<file path="src/rtl/snake_engine_if.sv">
// Control, readout and status bundle between the snake engine and the
// direction decoder, random source and renderer.
interface snake_engine_if #(
    parameter int X_W     = 6,
    parameter int Y_W     = 6,
    parameter int LEN_W   = 8,
    parameter int SCORE_W = 8
);
    logic               start;
    logic               tick;
    logic [1:0]         dir;
    logic               dir_valid;
    logic [X_W-1:0]     rnd_x;
    logic [Y_W-1:0]     rnd_y;
    logic [LEN_W-1:0]   rd_idx;
    logic [X_W-1:0]     rd_x;
    logic [Y_W-1:0]     rd_y;
    logic               rd_valid;
    logic [X_W-1:0]     head_x;
    logic [Y_W-1:0]     head_y;
    logic [X_W-1:0]     apple_x;
    logic [Y_W-1:0]     apple_y;
    logic [LEN_W-1:0]   length;
    logic [SCORE_W-1:0] score;
    logic               busy;
    logic               eaten;
    logic               game_over;

    modport master (
        output start, tick, dir, dir_valid, rnd_x, rnd_y, rd_idx,
        input  rd_x, rd_y, rd_valid, head_x, head_y, apple_x, apple_y,
               length, score, busy, eaten, game_over
    );
    modport slave (
        input  start, tick, dir, dir_valid, rnd_x, rnd_y, rd_idx,
        output rd_x, rd_y, rd_valid, head_x, head_y, apple_x, apple_y,
               length, score, busy, eaten, game_over
    );
endinterface

</file>
<file path="src/rtl/snake_engine.sv">
// Grid snake core: circular body buffer, per-tick move with serial self-collision
// scan, growth, apple placement, score and a registered body readout port.
module snake_engine #(
    parameter int GRID_W   = 64,
    parameter int GRID_H   = 48,
    parameter int X_W      = 6,
    parameter int Y_W      = 6,
    parameter int MAX_LEN  = 128,
    parameter int LEN_W    = 8,
    parameter int INIT_LEN = 3,
    parameter int WRAP     = 0,
    parameter int APPLE0_X = 16,
    parameter int APPLE0_Y = 12,
    parameter int SCORE_W  = 8
) (
    input  logic          clk,
    input  logic          rst_game,
    snake_engine_if.slave bus
);
    localparam int PTR_W = $clog2(MAX_LEN);
    localparam logic [2:0] S_IDLE = 3'd0, S_INIT = 3'd1, S_RUN = 3'd2, S_CALC = 3'd3,
                           S_SCAN = 3'd4, S_COMMIT = 3'd5, S_OVER = 3'd6;
    localparam logic [X_W-1:0]   CX     = X_W'(GRID_W / 2);
    localparam logic [Y_W-1:0]   CY     = Y_W'(GRID_H / 2);
    localparam logic [X_W-1:0]   XMAX   = X_W'(GRID_W - 1);
    localparam logic [Y_W-1:0]   YMAX   = Y_W'(GRID_H - 1);
    localparam logic [X_W-1:0]   AX0    = X_W'(APPLE0_X);
    localparam logic [Y_W-1:0]   AY0    = Y_W'(APPLE0_Y);
    localparam logic [LEN_W-1:0] L_MAX  = LEN_W'(MAX_LEN);
    localparam logic [LEN_W-1:0] L_INIT = LEN_W'(INIT_LEN);

    logic [2:0]           r_state;
    logic [X_W+Y_W-1:0]   r_buf [MAX_LEN];
    logic [PTR_W-1:0]     r_head_ptr;
    logic [X_W-1:0]       r_head_x, r_apple_x, r_nh_x, r_rd_x;
    logic [Y_W-1:0]       r_head_y, r_apple_y, r_nh_y, r_rd_y;
    logic [LEN_W-1:0]     r_len, r_cnt, r_scan_n;
    logic [SCORE_W-1:0]   r_score;
    logic [1:0]           r_cur_dir, r_pend_dir;
    logic                 r_grow, r_hit, r_eaten, r_rd_valid;

    logic [X_W-1:0]       w_nh_x, w_apple_x;
    logic [Y_W-1:0]       w_nh_y, w_apple_y;
    logic                 w_oob, w_dir_ld, w_nh_apple;
    logic [1:0]           w_pend_nxt;
    logic [PTR_W-1:0]     w_ptr_dec, w_rd_ptr, w_scan_ptr;
    logic [X_W+Y_W-1:0]   w_rd_xy, w_scan_xy;

    assign w_dir_ld   = bus.dir_valid && (r_state != S_IDLE) && (r_state != S_INIT) &&
                        (bus.dir != (r_cur_dir ^ 2'b10));
    assign w_pend_nxt = w_dir_ld ? bus.dir : r_pend_dir;
    assign w_ptr_dec  = r_head_ptr - 1'b1;
    assign w_rd_ptr   = r_head_ptr + PTR_W'(bus.rd_idx);
    assign w_scan_ptr = r_head_ptr + PTR_W'(r_cnt);
    assign w_rd_xy    = r_buf[w_rd_ptr];
    assign w_scan_xy  = r_buf[w_scan_ptr];
    assign w_nh_apple = (w_nh_x == r_apple_x) && (w_nh_y == r_apple_y);

    // Random coordinates are folded back into the grid with one subtraction.
    assign w_apple_x = ({1'b0, bus.rnd_x} >= (X_W+1)'(GRID_W)) ? bus.rnd_x - X_W'(GRID_W) : bus.rnd_x;
    assign w_apple_y = ({1'b0, bus.rnd_y} >= (Y_W+1)'(GRID_H)) ? bus.rnd_y - Y_W'(GRID_H) : bus.rnd_y;

    // Next head; edge crossings either flag out-of-bounds or wrap around.
    always_comb begin
        w_nh_x = r_head_x;
        w_nh_y = r_head_y;
        w_oob  = 1'b0;
        case (r_cur_dir)
            2'b00: if (r_head_x == XMAX) begin w_oob = (WRAP == 0); w_nh_x = '0; end
                   else w_nh_x = r_head_x + 1'b1;
            2'b01: if (r_head_y == YMAX) begin w_oob = (WRAP == 0); w_nh_y = '0; end
                   else w_nh_y = r_head_y + 1'b1;
            2'b10: if (r_head_x == '0) begin w_oob = (WRAP == 0); w_nh_x = XMAX; end
                   else w_nh_x = r_head_x - 1'b1;
            default: if (r_head_y == '0) begin w_oob = (WRAP == 0); w_nh_y = YMAX; end
                   else w_nh_y = r_head_y - 1'b1;
        endcase
    end

    always_ff @(posedge clk) begin
        if (r_state == S_INIT)
            r_buf[PTR_W'(r_cnt)] <= {CX - X_W'(r_cnt), CY};
        else if (r_state == S_COMMIT)
            r_buf[w_ptr_dec] <= {r_nh_x, r_nh_y};
    end

    always_ff @(posedge clk or negedge rst_game) begin
        if (!rst_game) begin
            r_state    <= S_IDLE;
            r_head_ptr <= '0;
            r_head_x   <= CX;
            r_head_y   <= CY;
            r_apple_x  <= AX0;
            r_apple_y  <= AY0;
            r_nh_x     <= '0;
            r_nh_y     <= '0;
            r_len      <= '0;
            r_cnt      <= '0;
            r_scan_n   <= '0;
            r_score    <= '0;
            r_cur_dir  <= 2'b00;
            r_pend_dir <= 2'b00;
            r_grow     <= 1'b0;
            r_hit      <= 1'b0;
            r_eaten    <= 1'b0;
            r_rd_x     <= '0;
            r_rd_y     <= '0;
            r_rd_valid <= 1'b0;
        end else begin
            r_eaten    <= 1'b0;
            r_rd_x     <= w_rd_xy[X_W+Y_W-1:Y_W];
            r_rd_y     <= w_rd_xy[Y_W-1:0];
            r_rd_valid <= bus.rd_idx < r_len;
            if (w_dir_ld) r_pend_dir <= bus.dir;
            if (!bus.start) begin
                r_state   <= S_IDLE;
                r_len     <= '0;
                r_score   <= '0;
                r_apple_x <= AX0;
                r_apple_y <= AY0;
            end else begin
                case (r_state)
                    S_IDLE: begin
                        r_state    <= S_INIT;
                        r_cnt      <= '0;
                        r_head_ptr <= '0;
                        r_head_x   <= CX;
                        r_head_y   <= CY;
                    end
                    S_INIT: begin
                        if (r_cnt == L_INIT - 1'b1) begin
                            r_len      <= L_INIT;
                            r_cur_dir  <= 2'b00;
                            r_pend_dir <= 2'b00;
                            r_state    <= S_RUN;
                        end else begin
                            r_cnt <= r_cnt + 1'b1;
                        end
                    end
                    S_RUN: if (bus.tick) begin
                        r_cur_dir <= w_pend_nxt;
                        r_state   <= S_CALC;
                    end
                    S_CALC: begin
                        r_nh_x   <= w_nh_x;
                        r_nh_y   <= w_nh_y;
                        r_hit    <= w_nh_apple;
                        r_grow   <= w_nh_apple && (r_len < L_MAX);
                        // The tail slot is vacated this move unless the snake grows.
                        r_scan_n <= (w_nh_apple && (r_len < L_MAX)) ? r_len : r_len - 1'b1;
                        r_cnt    <= '0;
                        r_state  <= w_oob ? S_OVER : S_SCAN;
                    end
                    S_SCAN: begin
                        if (w_scan_xy == {r_nh_x, r_nh_y})   r_state <= S_OVER;
                        else if (r_cnt == r_scan_n - 1'b1)   r_state <= S_COMMIT;
                        else                                 r_cnt   <= r_cnt + 1'b1;
                    end
                    S_COMMIT: begin
                        r_head_ptr <= w_ptr_dec;
                        r_head_x   <= r_nh_x;
                        r_head_y   <= r_nh_y;
                        if (r_grow) r_len <= r_len + 1'b1;
                        if (r_hit) begin
                            if (r_score != '1) r_score <= r_score + 1'b1;
                            r_eaten   <= 1'b1;
                            r_apple_x <= w_apple_x;
                            r_apple_y <= w_apple_y;
                        end
                        r_state <= S_RUN;
                    end
                    S_OVER: ;
                    default: r_state <= S_IDLE;
                endcase
            end
        end
    end

    assign bus.rd_x      = r_rd_x;
    assign bus.rd_y      = r_rd_y;
    assign bus.rd_valid  = r_rd_valid;
    assign bus.head_x    = r_head_x;
    assign bus.head_y    = r_head_y;
    assign bus.apple_x   = r_apple_x;
    assign bus.apple_y   = r_apple_y;
    assign bus.length    = r_len;
    assign bus.score     = r_score;
    assign bus.busy      = (r_state == S_INIT) || (r_state == S_CALC) ||
                           (r_state == S_SCAN) || (r_state == S_COMMIT);
    assign bus.eaten     = r_eaten;
    assign bus.game_over = (r_state == S_OVER);
endmodule

</file>
<file path="src/flat_wrapper.sv">
// flat-port wrapper written by rule: the top's interface ports become plain ports
module snake_engine_flat 
#(
    parameter int GRID_W   = 64,
    parameter int GRID_H   = 48,
    parameter int X_W      = 6,
    parameter int Y_W      = 6,
    parameter int MAX_LEN  = 128,
    parameter int LEN_W    = 8,
    parameter int INIT_LEN = 3,
    parameter int WRAP     = 0,
    parameter int APPLE0_X = 16,
    parameter int APPLE0_Y = 12,
    parameter int SCORE_W  = 8
)
  (clk, rst_game, bus_start, bus_tick, bus_dir, bus_dir_valid, bus_rnd_x, bus_rnd_y, bus_rd_idx, bus_rd_x, bus_rd_y, bus_rd_valid, bus_head_x, bus_head_y, bus_apple_x, bus_apple_y, bus_length, bus_score, bus_busy, bus_eaten, bus_game_over);
  snake_engine_if #(.X_W(X_W), .Y_W(Y_W), .LEN_W(LEN_W), .SCORE_W(SCORE_W)) bus_i ();
  input  logic clk;
  input  logic rst_game;
  input wire logic [$bits(bus_i.start)-1:0] bus_start;
  input wire logic [$bits(bus_i.tick)-1:0] bus_tick;
  input wire logic [$bits(bus_i.dir)-1:0] bus_dir;
  input wire logic [$bits(bus_i.dir_valid)-1:0] bus_dir_valid;
  input wire logic [$bits(bus_i.rnd_x)-1:0] bus_rnd_x;
  input wire logic [$bits(bus_i.rnd_y)-1:0] bus_rnd_y;
  input wire logic [$bits(bus_i.rd_idx)-1:0] bus_rd_idx;
  output wire logic [$bits(bus_i.rd_x)-1:0] bus_rd_x;
  output wire logic [$bits(bus_i.rd_y)-1:0] bus_rd_y;
  output wire logic [$bits(bus_i.rd_valid)-1:0] bus_rd_valid;
  output wire logic [$bits(bus_i.head_x)-1:0] bus_head_x;
  output wire logic [$bits(bus_i.head_y)-1:0] bus_head_y;
  output wire logic [$bits(bus_i.apple_x)-1:0] bus_apple_x;
  output wire logic [$bits(bus_i.apple_y)-1:0] bus_apple_y;
  output wire logic [$bits(bus_i.length)-1:0] bus_length;
  output wire logic [$bits(bus_i.score)-1:0] bus_score;
  output wire logic [$bits(bus_i.busy)-1:0] bus_busy;
  output wire logic [$bits(bus_i.eaten)-1:0] bus_eaten;
  output wire logic [$bits(bus_i.game_over)-1:0] bus_game_over;
  assign bus_i.start = bus_start;
  assign bus_i.tick = bus_tick;
  assign bus_i.dir = bus_dir;
  assign bus_i.dir_valid = bus_dir_valid;
  assign bus_i.rnd_x = bus_rnd_x;
  assign bus_i.rnd_y = bus_rnd_y;
  assign bus_i.rd_idx = bus_rd_idx;
  assign bus_rd_x = bus_i.rd_x;
  assign bus_rd_y = bus_i.rd_y;
  assign bus_rd_valid = bus_i.rd_valid;
  assign bus_head_x = bus_i.head_x;
  assign bus_head_y = bus_i.head_y;
  assign bus_apple_x = bus_i.apple_x;
  assign bus_apple_y = bus_i.apple_y;
  assign bus_length = bus_i.length;
  assign bus_score = bus_i.score;
  assign bus_busy = bus_i.busy;
  assign bus_eaten = bus_i.eaten;
  assign bus_game_over = bus_i.game_over;
  snake_engine #(.GRID_W(GRID_W), .GRID_H(GRID_H), .X_W(X_W), .Y_W(Y_W), .MAX_LEN(MAX_LEN), .LEN_W(LEN_W), .INIT_LEN(INIT_LEN), .WRAP(WRAP), .APPLE0_X(APPLE0_X), .APPLE0_Y(APPLE0_Y), .SCORE_W(SCORE_W)) u_core (.clk(clk), .rst_game(rst_game), .bus(bus_i));
endmodule
</file>
<file path="config.mk">
export PLATFORM = sky130hd
export DESIGN_NAME = snake_engine_flat
export DESIGN_NICKNAME = d
export VERILOG_FILES = /design/src/rtl/snake_engine_if.sv /design/src/rtl/snake_engine.sv /design/src/flat_wrapper.sv
export SDC_FILE = /design/constraint.sdc
export NUM_CORES = 2
export LEC_CHECK = 0
export CAP_MARGIN = 20
export CORE_ASPECT_RATIO = 1.1
export CORE_MARGIN = 2
export CORE_UTILIZATION = 60
export CTS_BUF_LIST = sky130_fd_sc_hd__clkbuf_2
export DETAILED_ROUTE_END_ITERATION = 8
export HOLD_SLACK_MARGIN = 0.1
export MAX_ROUTING_LAYER = met4
export PLACE_DENSITY = 0.76
export SLEW_MARGIN = 20
export SYNTH_ARGS = -nofsm -noshare
export SYNTH_HDL_FRONTEND = slang
export SYNTH_SLANG_ARGS = --single-unit
</file>
<file path="constraint.sdc">
create_clock -name clk -period 12.13 [get_ports clk]
set_input_delay 2.426 -clock clk [delete_from_list [all_inputs] [get_ports clk]]
set_output_delay 2.426 -clock clk [all_outputs]
set_load 0.005 [all_outputs]
</file>
==> impl_metrics.json <==
{
  "finalHoldViolCount": 0,
  "max_freq_mhz": 138,
  "grt_util_all_layers": 0.368,
  "final_common_cell": "edfxtp_1",
  "path_max_fanout": 37,
  "cp.arrival_ns": 9.05,
  "slew_headroom": 0.0891,
  "status": "finished clean",
  "post-route-period-util": 0.597,
  "rsz0062_at_grt": "false",
  "muxShareOfSynthArea": 0.261,
  "dp_hpwl_um": 141000,
  "seq_area_mm2": 0.0486,
  "ys_warn_count": 0,
  "start_util": 0.606,
  "maxCapViolCount": 0,
  "fin_nets": 4750,
  "cts_resized": 0,
  "clkTransAtPathRegs_ns": 0.11,
  "firstDrtPassIters": 7,
  "skew_ns": 0.175,
  "cts_made_buffers": 397,
  "slew_violations": 0,
  "io_buffer_count": 82,
  "grt-ovfl-total": 0,
  "period_needed_ns": 7.24,
  "vias_per_cell": 7.43,
  "n_fill_cell": 8597,
  "grt_pass1_wl_um": 336000,
  "end_kind": "flip-flop",
  "cts.sinks": 1634,
  "io_pins": 83,
  "clockRootBuffer": "clkbuf_2",
  "drt-initial-drc-count": 8164,
  "grt_pass1_vias": 48771,
  "synthSimpleGateAreaFrac": 0.0520,
  "fp.coreArea_mm2": 0.129,
  "worstSkewPairLatency_ns": 1.93,
  "peakVddDrop_v": 0.000353,
  "die_h_um": 383,
  "drc_errors": 0,
  "synth_area_leader_cell": "edfxtp_1",
  "async_flop_share": 0.0600,
  "avgSynthCellArea_um2": 18.0,
  "die_area_mm2": 0.133,
  "critical_path_class": "flip-flop to flip-flop",
  "num_rows": 138,
  "setup_viol": 0,
  "cts_setup_buffers": 0,
  "hold_class": "flip-flop to flip-flop",
  "ys_seq_area_frac": 0.621,
  "synthCells": 4341,
  "antenna_left": 0,
  "die_width_um": 348,
  "synth_fp_nets": 4403,
  "worst_slew_pin_slew_ns": 1.37,
  "wl_per_cell_um": 35.1,
  "ctsHtreeMaxLevel": 5,
  "place_congestion": 0.957,
  "hold_buffers": 0,
  "synthFlopType": "edfxtp_1",
  "tns_ns": 0,
  "synth_compound_area_frac": 0.0324,
  "clockBufferDepth": 4,
  "mostFrequentLayoutCells": "edfxtp_1 (1536), mux4_2 (873), clkbuf_2 (562)",
  "cp-start-kind": "flip-flop",
  "synth_top_cell_area_share": 0.590,
  "via_count": 49669,
  "synth_area_leaders": "edfxtp_1 (59%), mux4_2 (25%), dfrtp_1 (2.9%)",
  "synth_area_mm2": 0.0782,
  "synth_edf_count": 1536,
  "pwr_density_cell_mw_per_mm2": 252,
  "ys_types": 90,
  "synth_top_family_by_area": "multiplexers",
  "drive_above_1_share": 0.355,
  "grt_start_max_net_pins": 142,
  "multi_input_area_mm2": 0.0285,
  "drt_wl_total_um": 234000,
  "crit_required_ns": 13.94,
  "tritoncts": "built",
  "synth_seq_cells": 1634,
  "utilization": 0.661,
  "synthAdderAreaFrac": 0.00579,
  "antenna_found_initial": 6,
  "p_leak_nw": 27.2,
  "synthXorXnorAreaFrac": 0.00873,
  "syn_to_final_growth_pct": 8.97
}
-- path summary, 6_finish.rpt --
| path | from | to | slack, ns | depth (start not counted) |
|---|---|---|---|---|
| max | u_core.r_head_ptr[0]$_DFFE_PN0P_ | u_core.r_cnt[0]$_DFFE_PN0P_ | 4.89 | 17 |
| min | u_core.bus.apple_x[4]$_DFFE_PN1P_ | u_core.bus.apple_x[4]$_DFFE_PN1P_ | 0.52 | 2 |
| max reg2reg | u_core.r_head_ptr[0]$_DFFE_PN0P_ | u_core.r_cnt[0]$_DFFE_PN0P_ | 4.89 | 17 |
| min reg2reg | u_core.bus.apple_x[4]$_DFFE_PN1P_ | u_core.bus.apple_x[4]$_DFFE_PN1P_ | 0.52 | 2 |
| max in group asynchronous | rst_game | u_core.bus.rd_x[3]$_DFF_PN0_ | 10.34 | 2 |
| min in group asynchronous | rst_game | u_core.bus.apple_y[0]$_DFFE_PN0P_ | 0.54 | 1 |
-- cell type report --
type | instances | area share
Antenna cell | 8 | 0.000235
Clock buffer | 562 | 0.0330
Clock inverter | 142 | 0.00806
Inverter | 40 | 0.00176
Multi-Input combinational cell | 2347 | 0.335
Sequential cell | 1634 | 0.570
Tap cell | 1680 | 0.0247
Timing Repair Buffer | 268 | 0.0277
-- Yosys cell counts, types with 16 or more instances --
| cell | number |
|---|---|
| edfxtp_1 | 1536 |
| mux4_2 | 873 |
| nand2_1 | 376 |
| nor2_1 | 213 |
| clkbuf_1 | 191 |
| nand3_1 | 185 |
| o21ai_0 | 104 |
| dfrtp_1 | 92 |
| buf_1 | 60 |
| a21oi_1 | 57 |
| mux2i_1 | 57 |
| buf_2 | 51 |
| xnor2_1 | 47 |
| inv_1 | 39 |
| ha_1 | 33 |
| xor2_1 | 26 |
| nand4_1 | 24 |
| nor3_1 | 24 |
| a31oi_1 | 21 |
| a41oi_1 | 20 |
| o22ai_1 | 20 |
| a32oi_1 | 18 |
| nand2b_1 | 16 |
| o21a_1 | 16 |
-- state kept, by name, summed over array words and instances (netlist names) --
| signal | count |
|---|---|
| u_core.r_state | 3 |
| u_core.r_pend_dir | 2 |
| u_core.r_nh_x | 6 |
| u_core.bus.head_x | 6 |
| u_core.bus.head_y | 6 |
| u_core.bus.rd_y | 6 |
| u_core.bus.rd_valid | 1 |
| u_core.r_scan_n | 8 |
| u_core.r_grow | 1 |
| u_core.bus.apple_x | 6 |
| u_core.r_nh_y | 6 |
| u_core.r_buf | 1536 |
| u_core.r_cnt | 8 |
| u_core.bus.apple_y | 6 |
| u_core.r_cur_dir | 2 |
| u_core.r_head_ptr | 7 |
| u_core.bus.score | 8 |
| u_core.bus.length | 8 |
| u_core.bus.eaten | 1 |
| u_core.r_hit | 1 |
| u_core.bus.rd_x | 6 |
-- metal layers --
metal / vias up / global-route usage / part of all wire
met3: 772 / 0.131 / 0.16
met5: - / - / 0
met4: 0 / 0.191 / 0.057
met2: 4741 / 0.526 / 0.45
met1: 25017 / 0.468 / 0.33
li1: 19139 / - / -
-- worst max-delay path: stages, from the launching register on --
cell and delay (ns):
dfrtp_1 0.62, ha_4 0.22, inv_1 0.05, fa_4 0.49
and2b_1 0.34, o22ai_4 0.17, xnor2_4 0.19, buf_4 0.61
buf_4 0.63, mux4_2 0.69, a21oi_1 0.22, o311ai_1 0.31
o211ai_1 0.60, xnor2_1 0.24, or3_1 0.38, nor4_2 0.57
a21oi_1 0.34, mux2_1 0.39
-- kinds of logic after synthesis --
group / count (synthesis)
adders and majority gates: 35
and+or+nand+nor: 918
xor gates and xnor gates: 75
AOI/OAI and AO/OA: 376
buffers and inverters: 360
DFF: 1634
muxes: 943
-- power by group --
part	internal, mW	switching [mW]	total, mW
Combinational	4.16	6.55	10.7
Clock	1.34	2.21	3.55
Sequential	6.99	0.206	7.20
Total	12.5	8.97	21.5
-- through the flow --
step | total power, mW | cell area (um2) | hold WS, ns | instances | setup WS [ns]
floorplan | 14.3 | 78200 | 0.469 | 4341 | 5.07
global placement | 17.6 | 81600 | 0.492 | 5967 | 4.50
detailed placement | 17.7 | 81700 | 0.509 | 5969 | 4.54
CTS | 21.2 | 85200 | 0.458 | 6673 | 5.29
global route | 22.1 | 85200 | 0.545 | 6678 | 4.78
finish | 21.5 | 85200 | 0.522 | 6681 | 4.89
Note: power is estimated with default switching activity, not from simulation.
